`src/rtl/mbox_link_fifo.sv`:
```
// Buffered single-clock link between a mailbox writer port and a peer reader port:
// FWFT word FIFO, packet delimiting with done, and two-sided abort arbitration with timeout.
module mbox_link_fifo #(
    parameter int DW       = 32,
    parameter int DEPTH    = 8,
    parameter int ABORT_TO = 1024
) (
    input  logic                     aclk,
    input  logic                     resetn,
    input  logic [DW-1:0]            wr_dat,
    input  logic                     wr_valid,
    output logic                     wr_ready,
    input  logic                     wr_done,
    input  logic                     wr_abort_i,
    output logic                     wr_abort_o,
    output logic [DW-1:0]            rd_dat,
    output logic                     rd_valid,
    input  logic                     rd_ready,
    output logic                     rd_done,
    input  logic                     rd_abort_i,
    output logic                     rd_abort_o,
    output logic [$clog2(DEPTH):0]   level,
    output logic                     err
);

    localparam int AW = $clog2(DEPTH);
    localparam int LW = AW + 1;
    localparam int TW = $clog2(ABORT_TO);

    typedef enum logic [1:0] {
        IDLE      = 2'd0,
        DONE_WAIT = 2'd1,
        ABORT_W   = 2'd2,
        ABORT_R   = 2'd3
    } state_t;

    state_t          state;
    logic [AW-1:0]   wr_ptr;
    logic [AW-1:0]   rd_ptr;
    logic [LW-1:0]   count;
    logic [TW-1:0]   timer;
    logic [DW-1:0]   mem [DEPTH];

    logic full;
    logic empty;
    logic push;
    logic pop;
    logic timeout;

    assign full    = (count == LW'(DEPTH));
    assign empty   = (count == '0);
    assign timeout = (timer == TW'(ABORT_TO - 1));

    // Gated by resetn so the writer sees no acceptance while the link is held in reset.
    assign wr_ready = resetn && !full && (state == IDLE);
    assign rd_valid = !empty && ((state == IDLE) || (state == DONE_WAIT));
    assign rd_dat   = rd_valid ? mem[rd_ptr] : '0;
    assign level    = count;

    assign push = wr_valid && wr_ready;
    assign pop  = rd_valid && rd_ready;

    // NOTE: the storage array has no reset; stale contents are never visible because
    // rd_dat is masked whenever rd_valid is low.
    always_ff @(posedge aclk) begin
        if (push) begin
            mem[wr_ptr] <= wr_dat;
        end
    end

    always_ff @(posedge aclk) begin
        if (!resetn) begin
            state      <= IDLE;
            wr_ptr     <= '0;
            rd_ptr     <= '0;
            count      <= '0;
            timer      <= '0;
            rd_done    <= 1'b0;
            wr_abort_o <= 1'b0;
            rd_abort_o <= 1'b0;
            err        <= 1'b0;
        end else begin
            rd_done    <= 1'b0;
            wr_abort_o <= 1'b0;
            rd_abort_o <= 1'b0;
            err        <= 1'b0;

            case (state)
                IDLE, DONE_WAIT: begin
                    if (wr_abort_i || rd_abort_i) begin
                        // Any abort flushes; simultaneous requests acknowledge each other.
                        count  <= '0;
                        wr_ptr <= '0;
                        rd_ptr <= '0;
                        timer  <= '0;
                        if (wr_abort_i && rd_abort_i) begin
                            state <= IDLE;
                        end else if (wr_abort_i) begin
                            rd_abort_o <= 1'b1;
                            state      <= ABORT_W;
                        end else begin
                            wr_abort_o <= 1'b1;
                            state      <= ABORT_R;
                        end
                    end else begin
                        if (push) begin
                            wr_ptr <= wr_ptr + AW'(1);
                        end
                        if (pop) begin
                            rd_ptr <= rd_ptr + AW'(1);
                        end
                        count <= count + LW'(push) - LW'(pop);
                        if (state == IDLE) begin
                            if (wr_done) begin
                                state <= DONE_WAIT;
                            end
                        end else if (empty) begin
                            rd_done <= 1'b1;
                            state   <= IDLE;
                        end
                    end
                end

                ABORT_W: begin
                    if (rd_abort_i || timeout) begin
                        wr_abort_o <= 1'b1;
                        err        <= !rd_abort_i;
                        timer      <= '0;
                        state      <= IDLE;
                    end else begin
                        timer <= timer + TW'(1);
                    end
                end

                ABORT_R: begin
                    if (wr_abort_i || timeout) begin
                        rd_abort_o <= 1'b1;
                        err        <= !wr_abort_i;
                        timer      <= '0;
                        state      <= IDLE;
                    end else begin
                        timer <= timer + TW'(1);
                    end
                end

                default: state <= IDLE;
            endcase
        end
    end

endmodule

```
`config.mk`:
```
export PLATFORM = sky130hd
export DESIGN_NAME = mbox_link_fifo
export DESIGN_NICKNAME = d
export VERILOG_FILES = /design/src/rtl/mbox_link_fifo.sv
export SDC_FILE = /design/constraint.sdc
export NUM_CORES = 1
export LEC_CHECK = 0
export CORE_UTILIZATION = 55
export CTS_CLUSTER_SIZE = 12
export DETAILED_ROUTE_END_ITERATION = 8
export DONT_BUFFER_PORTS = 1
export PLACE_DENSITY = 0.76
export RECOVER_POWER = 100
export SYNTH_ARGS = -nofsm -noshare
export SYNTH_HDL_FRONTEND = slang
export SYNTH_SLANG_ARGS = --single-unit
```
`constraint.sdc`:
```
create_clock -name aclk -period 16.02 [get_ports aclk]
set_input_delay 4.005 -clock aclk [delete_from_list [all_inputs] [get_ports aclk]]
set_output_delay 4.005 -clock aclk [all_outputs]
set_load 0.005 [all_outputs]
```
==> reports/metrics.csv, run 1 <==
metric;value;unit
yosysMostFrequentCell;edfxtp_1;
rsz0062_at_grt;false;
post-dp-hpwl;11.8;mm
slowest_stage;clkbuf_1;
start_util;0.560;
ys_types;54;
violations;max-capacitance violations, max-slew violations;
postCtsSetupRepairBufs;0;
nFillCells;1441;
crit_chain;clkbuf_1 -> mux4_2 -> mux2i_1 -> nor2_1;
power_density;116;nW/um^2
synth_nets;640;
wl_per_cell;24.0;um
synthCells;588;
slew_viol_final;272;
dieArea;21200;um^2
startpoint_type;flip-flop;
r2r_start;state[1]$_SDFFE_PN0P_;
yosysWarnings;0;
vias;5344;
diodes;0;
power.total;0.00144;W
path_class;reg -> out;
synth_edf_count;256;
ys_seq_area_frac;0.729;
skew;0.00986;ns
vias_per_cell;6.04;
nets;655;
synth.top_cell.area_share;0.678;
initialDrtViolationCount;433;
setup_viol;0;
min_period;9.47;ns
grt_max_degree;39;
worstPathRequired;12.02;ns
overflow;0;
final_hold_viol_count;0;
firstDrtPassIters;5;
fmax;106;MHz
ctsHoldBuffers;0;
regArea;8270;um^2
layout-drive-gt1-share;0.172;
yosys-top-cells-area;edfxtp_1 (68%), mux4_2 (13%), dfxtp_1 (5.1%);
power_leakage;3.75;nW
clockRootBuffer;clkbuf_16;
fin_tns_setup;0;ns
fp.dieW;146;um
grt_pass1_vias;5730;
end_kind;output port;
synthArstFlopShare;0;
peakVddDrop;0.0996;mV
grt_pass1_wl;32.6;mm
io_pins;81;
track_usage;0.205;
gp_congestion;0.823;
cts_sinks;285;
crit_buf_inv;1;
synthFlopType;edfxtp_1;
drc;0;
cpPeakStageDelay;2.34;ns
syn-cell-area;11300;um^2
hp-start;timer[9]$_SDFFE_PN0P_;
period_share;0.591;
dp.cells;842;
cts_max_level;1;
cts_made_buffers;29;
tightest_slew;3.18;ns
num_rows;52;
yosysTopAreaCell;edfxtp_1;
insertion_delay;0.53;ns
syn2layout_area_growth;9.05;%
cp.arrival;5.46;ns
antenna_left;0;
ctsResizeCount;0;
design.core.area;20200;um^2
finalNonFillerCells;885;
cp_max_fo;38;
maxCapViolCount;9;
cp_top_family;buffers and inverters;
synthTopCellsByCount;edfxtp_1 (256), mux4_2 (64), nor2_1 (45);
avgSynthCellArea;19.3;um^2
relSlewSlack;-1.12;
fp.dieH;146;um
ys_ff_latch;285;
clk_pin_slew;0.06;ns
multiInputGateArea;2830;um^2
cts_buffer_depth;3;
antenna_found_initial;0;
holdCritPathClass;reg -> reg;
routed_wl;21.2;mm
cts_tree;done;
portBuffers;0;
status;finished, violations left;
## cell families (layout without fill, tap and decap cells)
| group | after synthesis | count (layout) | synth area share |
|---|---|---|---|
| flops | 285 | 285 | 0.729 |
| simple gates | 103 | 103 | 0.0470 |
| mux | 97 | 97 | 0.156 |
| buf+inv | 45 | 72 | 0.0224 |
| compound gates | 38 | 38 | 0.0247 |
| fa+ha+maj | 13 | 13 | 0.0150 |
| xor+xnor | 7 | 7 | 0.00541 |
## per-layer routing
metal	up-vias	part of all wire	track usage
met1	2760	0.40	0.256
met3	39	0.070	0.0451
met2	164	0.51	0.360
met4	0	0.022	0.0595
met5	-	0	0
li1	2381	-	-
## power breakdown
group | internal (W) | switching, W
Clock | 0.000340 | 0.000249
Combinational | 0.0000108 | 0.0000155
Sequential | 0.000818 | 0.00000438
## stage by stage
stage	setup slack, ns	hold slack [ns]	cell area [um^2]	utilization
global route	5.75	0.517	12400	0.611
global placement	7.54	0.454	11600	0.575
CTS	7.51	0.505	12400	0.615
finish	6.55	0.501	12400	0.611
floorplan	7.59	0.442	11300	-
detailed placement	7.52	0.492	11600	0.575
## worst register-to-register path, stage by stage (launching register included)
cell and delay (ns):
dfxtp_1 0.51, nor3b_1 0.42, and3_1 0.31, nand2_1 0.23, nor2_1 1.27, clkbuf_1 1.07
## final timing paths
check	end	slack [ns]	cells past startpoint
worst min-delay path	timer[9]$_SDFFE_PN0P_	0.50	1
worst min register to register	timer[9]$_SDFFE_PN0P_	0.50	1
worst max register to register	mem[5][25]$_DFFE_PP_	11.81	5
worst max-delay path	rd_dat[11]	6.55	4
## layout by cell type (no fill, tap or decap), types with 3 or more instances in the layout
master     instances
nor2_1            43
nand3_1            6
edfxtp_1         256
xnor2_1            6
inv_1             15
and3_1             5
ha_1              12
clkbuf_16         29
clkbuf_1          17
nor2b_1            4
mux4_2            64
a21boi_0           3
a22oi_1            3
o21ai_0            6
and2_0             3
nor3b_1            5
nand2_1           10
a21o_1             5
o31ai_1            3
dfxtp_1           27
nand4_1            5
nor3_1             4
clkinv_1           6
mux2i_1           33
## sequential cells by signal, summed over array words and instances (netlist names), named ones only
name and flops:
state 2, err 1, level 4, rd_ptr 3, rd_done 1, rd_abort_o 1, mem 256, timer 10
wr_ptr 3, wr_abort_o 1
## layout make-up
| cell class | count | area share |
|---|---|---|
| Sequential cell | 285 | 0.669 |
| Multi-Input combinational cell | 258 | 0.229 |
| Clock buffer | 34 | 0.0602 |
| Tap cell | 270 | 0.0273 |
| Clock inverter | 9 | 0.00506 |
| Timing Repair Buffer | 14 | 0.00486 |
| Inverter | 15 | 0.00455 |
(Power assumes the default switching activity.)
==> inputs of run 2 (changes only) <==
--- a/config.mk
+++ b/config.mk
@@ -9,7 +9,7 @@
 export CTS_CLUSTER_SIZE = 12
 export DETAILED_ROUTE_END_ITERATION = 8
 export DONT_BUFFER_PORTS = 1
-export PLACE_DENSITY = 0.76
+export PLACE_DENSITY = 0.79
 export RECOVER_POWER = 100
 export SYNTH_ARGS = -nofsm -noshare
 export SYNTH_HDL_FRONTEND = slang
==> constraint.sdc (replaced) <==
create_clock -name aclk -period 8.05 [get_ports aclk]
set_input_delay 2.0125 -clock aclk [delete_from_list [all_inputs] [get_ports aclk]]
set_output_delay 2.0125 -clock aclk [all_outputs]
set_load 0.005 [all_outputs]
==> reports/metrics.csv, run 2 (same netlist as run 1, synthesis figures left out) <==
metric;value;unit
wl_per_cell;23.7;um
skew;0.0118;ns
slowest_stage;clkbuf_2;
worstPathRequired;6.04;ns
status;finished, violations left;
layout_setup_ws;2.06;ns
r2r_setup_slack;3.75;ns
power.total;0.00288;W
gp_congestion;0.755;
clk_pin_slew;0.06;ns
dieArea;21200;um^2
r2r_start;state[1]$_SDFFE_PN0P_;
initialDrtViolationCount;480;
postCtsSetupRepairBufs;0;
ctsResizeCount;0;
cts_tree;done;
violations;max-capacitance violations, max-slew violations;
startpoint_type;flip-flop;
tightest_slew;2.40;ns
fmax;167;MHz
portBuffers;0;
cts_max_level;1;
power_density;232;nW/um^2
overflow;0;
cts_made_buffers;29;
peakVddDrop;0.188;mV
diodes;0;
start_util;0.560;
design.core.area;20200;um^2
hold_ws;0.495;ns
drc;0;
ctsHoldBuffers;0;
cts_sinks;285;
nets;652;
fp.dieW;146;um
rsz0062_at_grt;false;
vias_per_cell;6.10;
final_hold_viol_count;0;
slew_viol_final;321;
min_period;5.99;ns
path_class;reg -> out;
track_usage;0.209;
hp-start;timer[9]$_SDFFE_PN0P_;
setup_viol;0;
layout-drive-gt1-share;0.184;
firstDrtPassIters;5;
num_rows;52;
relSlewSlack;-0.597;
maxCapViolCount;10;
io_pins;81;
antenna_found_initial;0;
routed_wl;21.0;mm
largest_reg_flops;256;
crit_chain;clkbuf_2 -> mux4_2 -> mux2i_1 -> nor2_1;
antenna_left;0;
clockRootBuffer;clkbuf_16;
cp_max_fo;54;
post-dp-hpwl;11.6;mm
holdPathStages;1;
final_cell_mix;edfxtp_1 (256), mux4_2 (64), nor2_1 (42);
fp.dieH;146;um
syn2layout_area_growth;9.18;%
crit_buf_inv;1;
cp.arrival;3.98;ns
vias;5398;
cpPeakStageDelay;1.60;ns
dp_worst_setup_slack;3.55;ns
fin_tns_setup;0;ns
final_common_cell;edfxtp_1;
grt_pass1_wl;33.4;mm
holdPathEnd;timer[9]$_SDFFE_PN0P_;
cts_buffer_depth;3;
cp_top_family;buffers and inverters;
top_register;mem;
finalNonFillerCells;885;
grt_max_degree;65;
r2r_end;mem[4][11]$_DFFE_PP_;
grt_pass1_vias;5783;
dp.cells;839;
holdCritPathClass;reg -> reg;
insertion_delay;0.54;ns
period_share;0.744;
r2r_cells;5;
power_leakage;3.76;nW
end_kind;output port;
==> run 2: changes by cell type in the layout (fill, tap and decap cells not counted), moves of 2 or more <==
cell / before / now
clkbuf_1: 17 / 13
clkbuf_2: 0 / 4
clkbuf_8: 0 / 3
clkinv_1: 6 / 2
inv_6: 0 / 2
==> run 2: area by class of cell <==
class                           instances  area, um^2
Clock buffer                           40         801
Clock inverter                          6        35.0
Fill cell                            1387        7860
Inverter                               15        56.3
Multi-Input combinational cell        258        2830
Sequential cell                       285        8270
Tap cell                              270         338
Timing Repair Buffer                   11        50.0
==> run 2: how the worst max path moves through the flow <==
stage / startpoint / endpoint / cells past startpoint
finish: flip-flop / rd_dat[0] / 4
global route: flip-flop / rd_dat[0] / 4
CTS: flip-flop / rd_dat[0] / 4
detailed placement: resetn / wr_ready / 2
global placement: resetn / wr_ready / 2
floorplan: resetn / mem[0][0]$_DFFE_PP_ / 4
==> run 2: metrics by stage <==
stage	util	area, um^2
floorplan	-	11300
global placement	0.574	11600
detailed placement	0.574	11600
CTS	0.615	12500
global route	0.612	12400
finish	0.612	12400
==> run 2: worst register-to-register path, stage by stage, from the launching register on <==
cell and delay [ns]:
dfxtp_1 0.52, nor3b_1 0.38, and3_1 0.29, inv_1 0.13, nor3_1 1.26, clkbuf_1 1.29
==> run 2: where the power goes <==
part / switching, W / internal [W]
sequential: 0.00000853 / 0.00163
combinational: 0.0000301 / 0.0000214
clock: 0.000503 / 0.000686
==> run 2: metal layers <==
| metal | vias up | global-route usage | part of all wire |
|---|---|---|---|
| li1 | 2385 | - | - |
| met1 | 2769 | 0.272 | 0.39 |
| met2 | 201 | 0.351 | 0.50 |
| met3 | 43 | 0.0530 | 0.080 |
| met4 | 0 | 0.0626 | 0.023 |
| met5 | - | 0 | 0 |
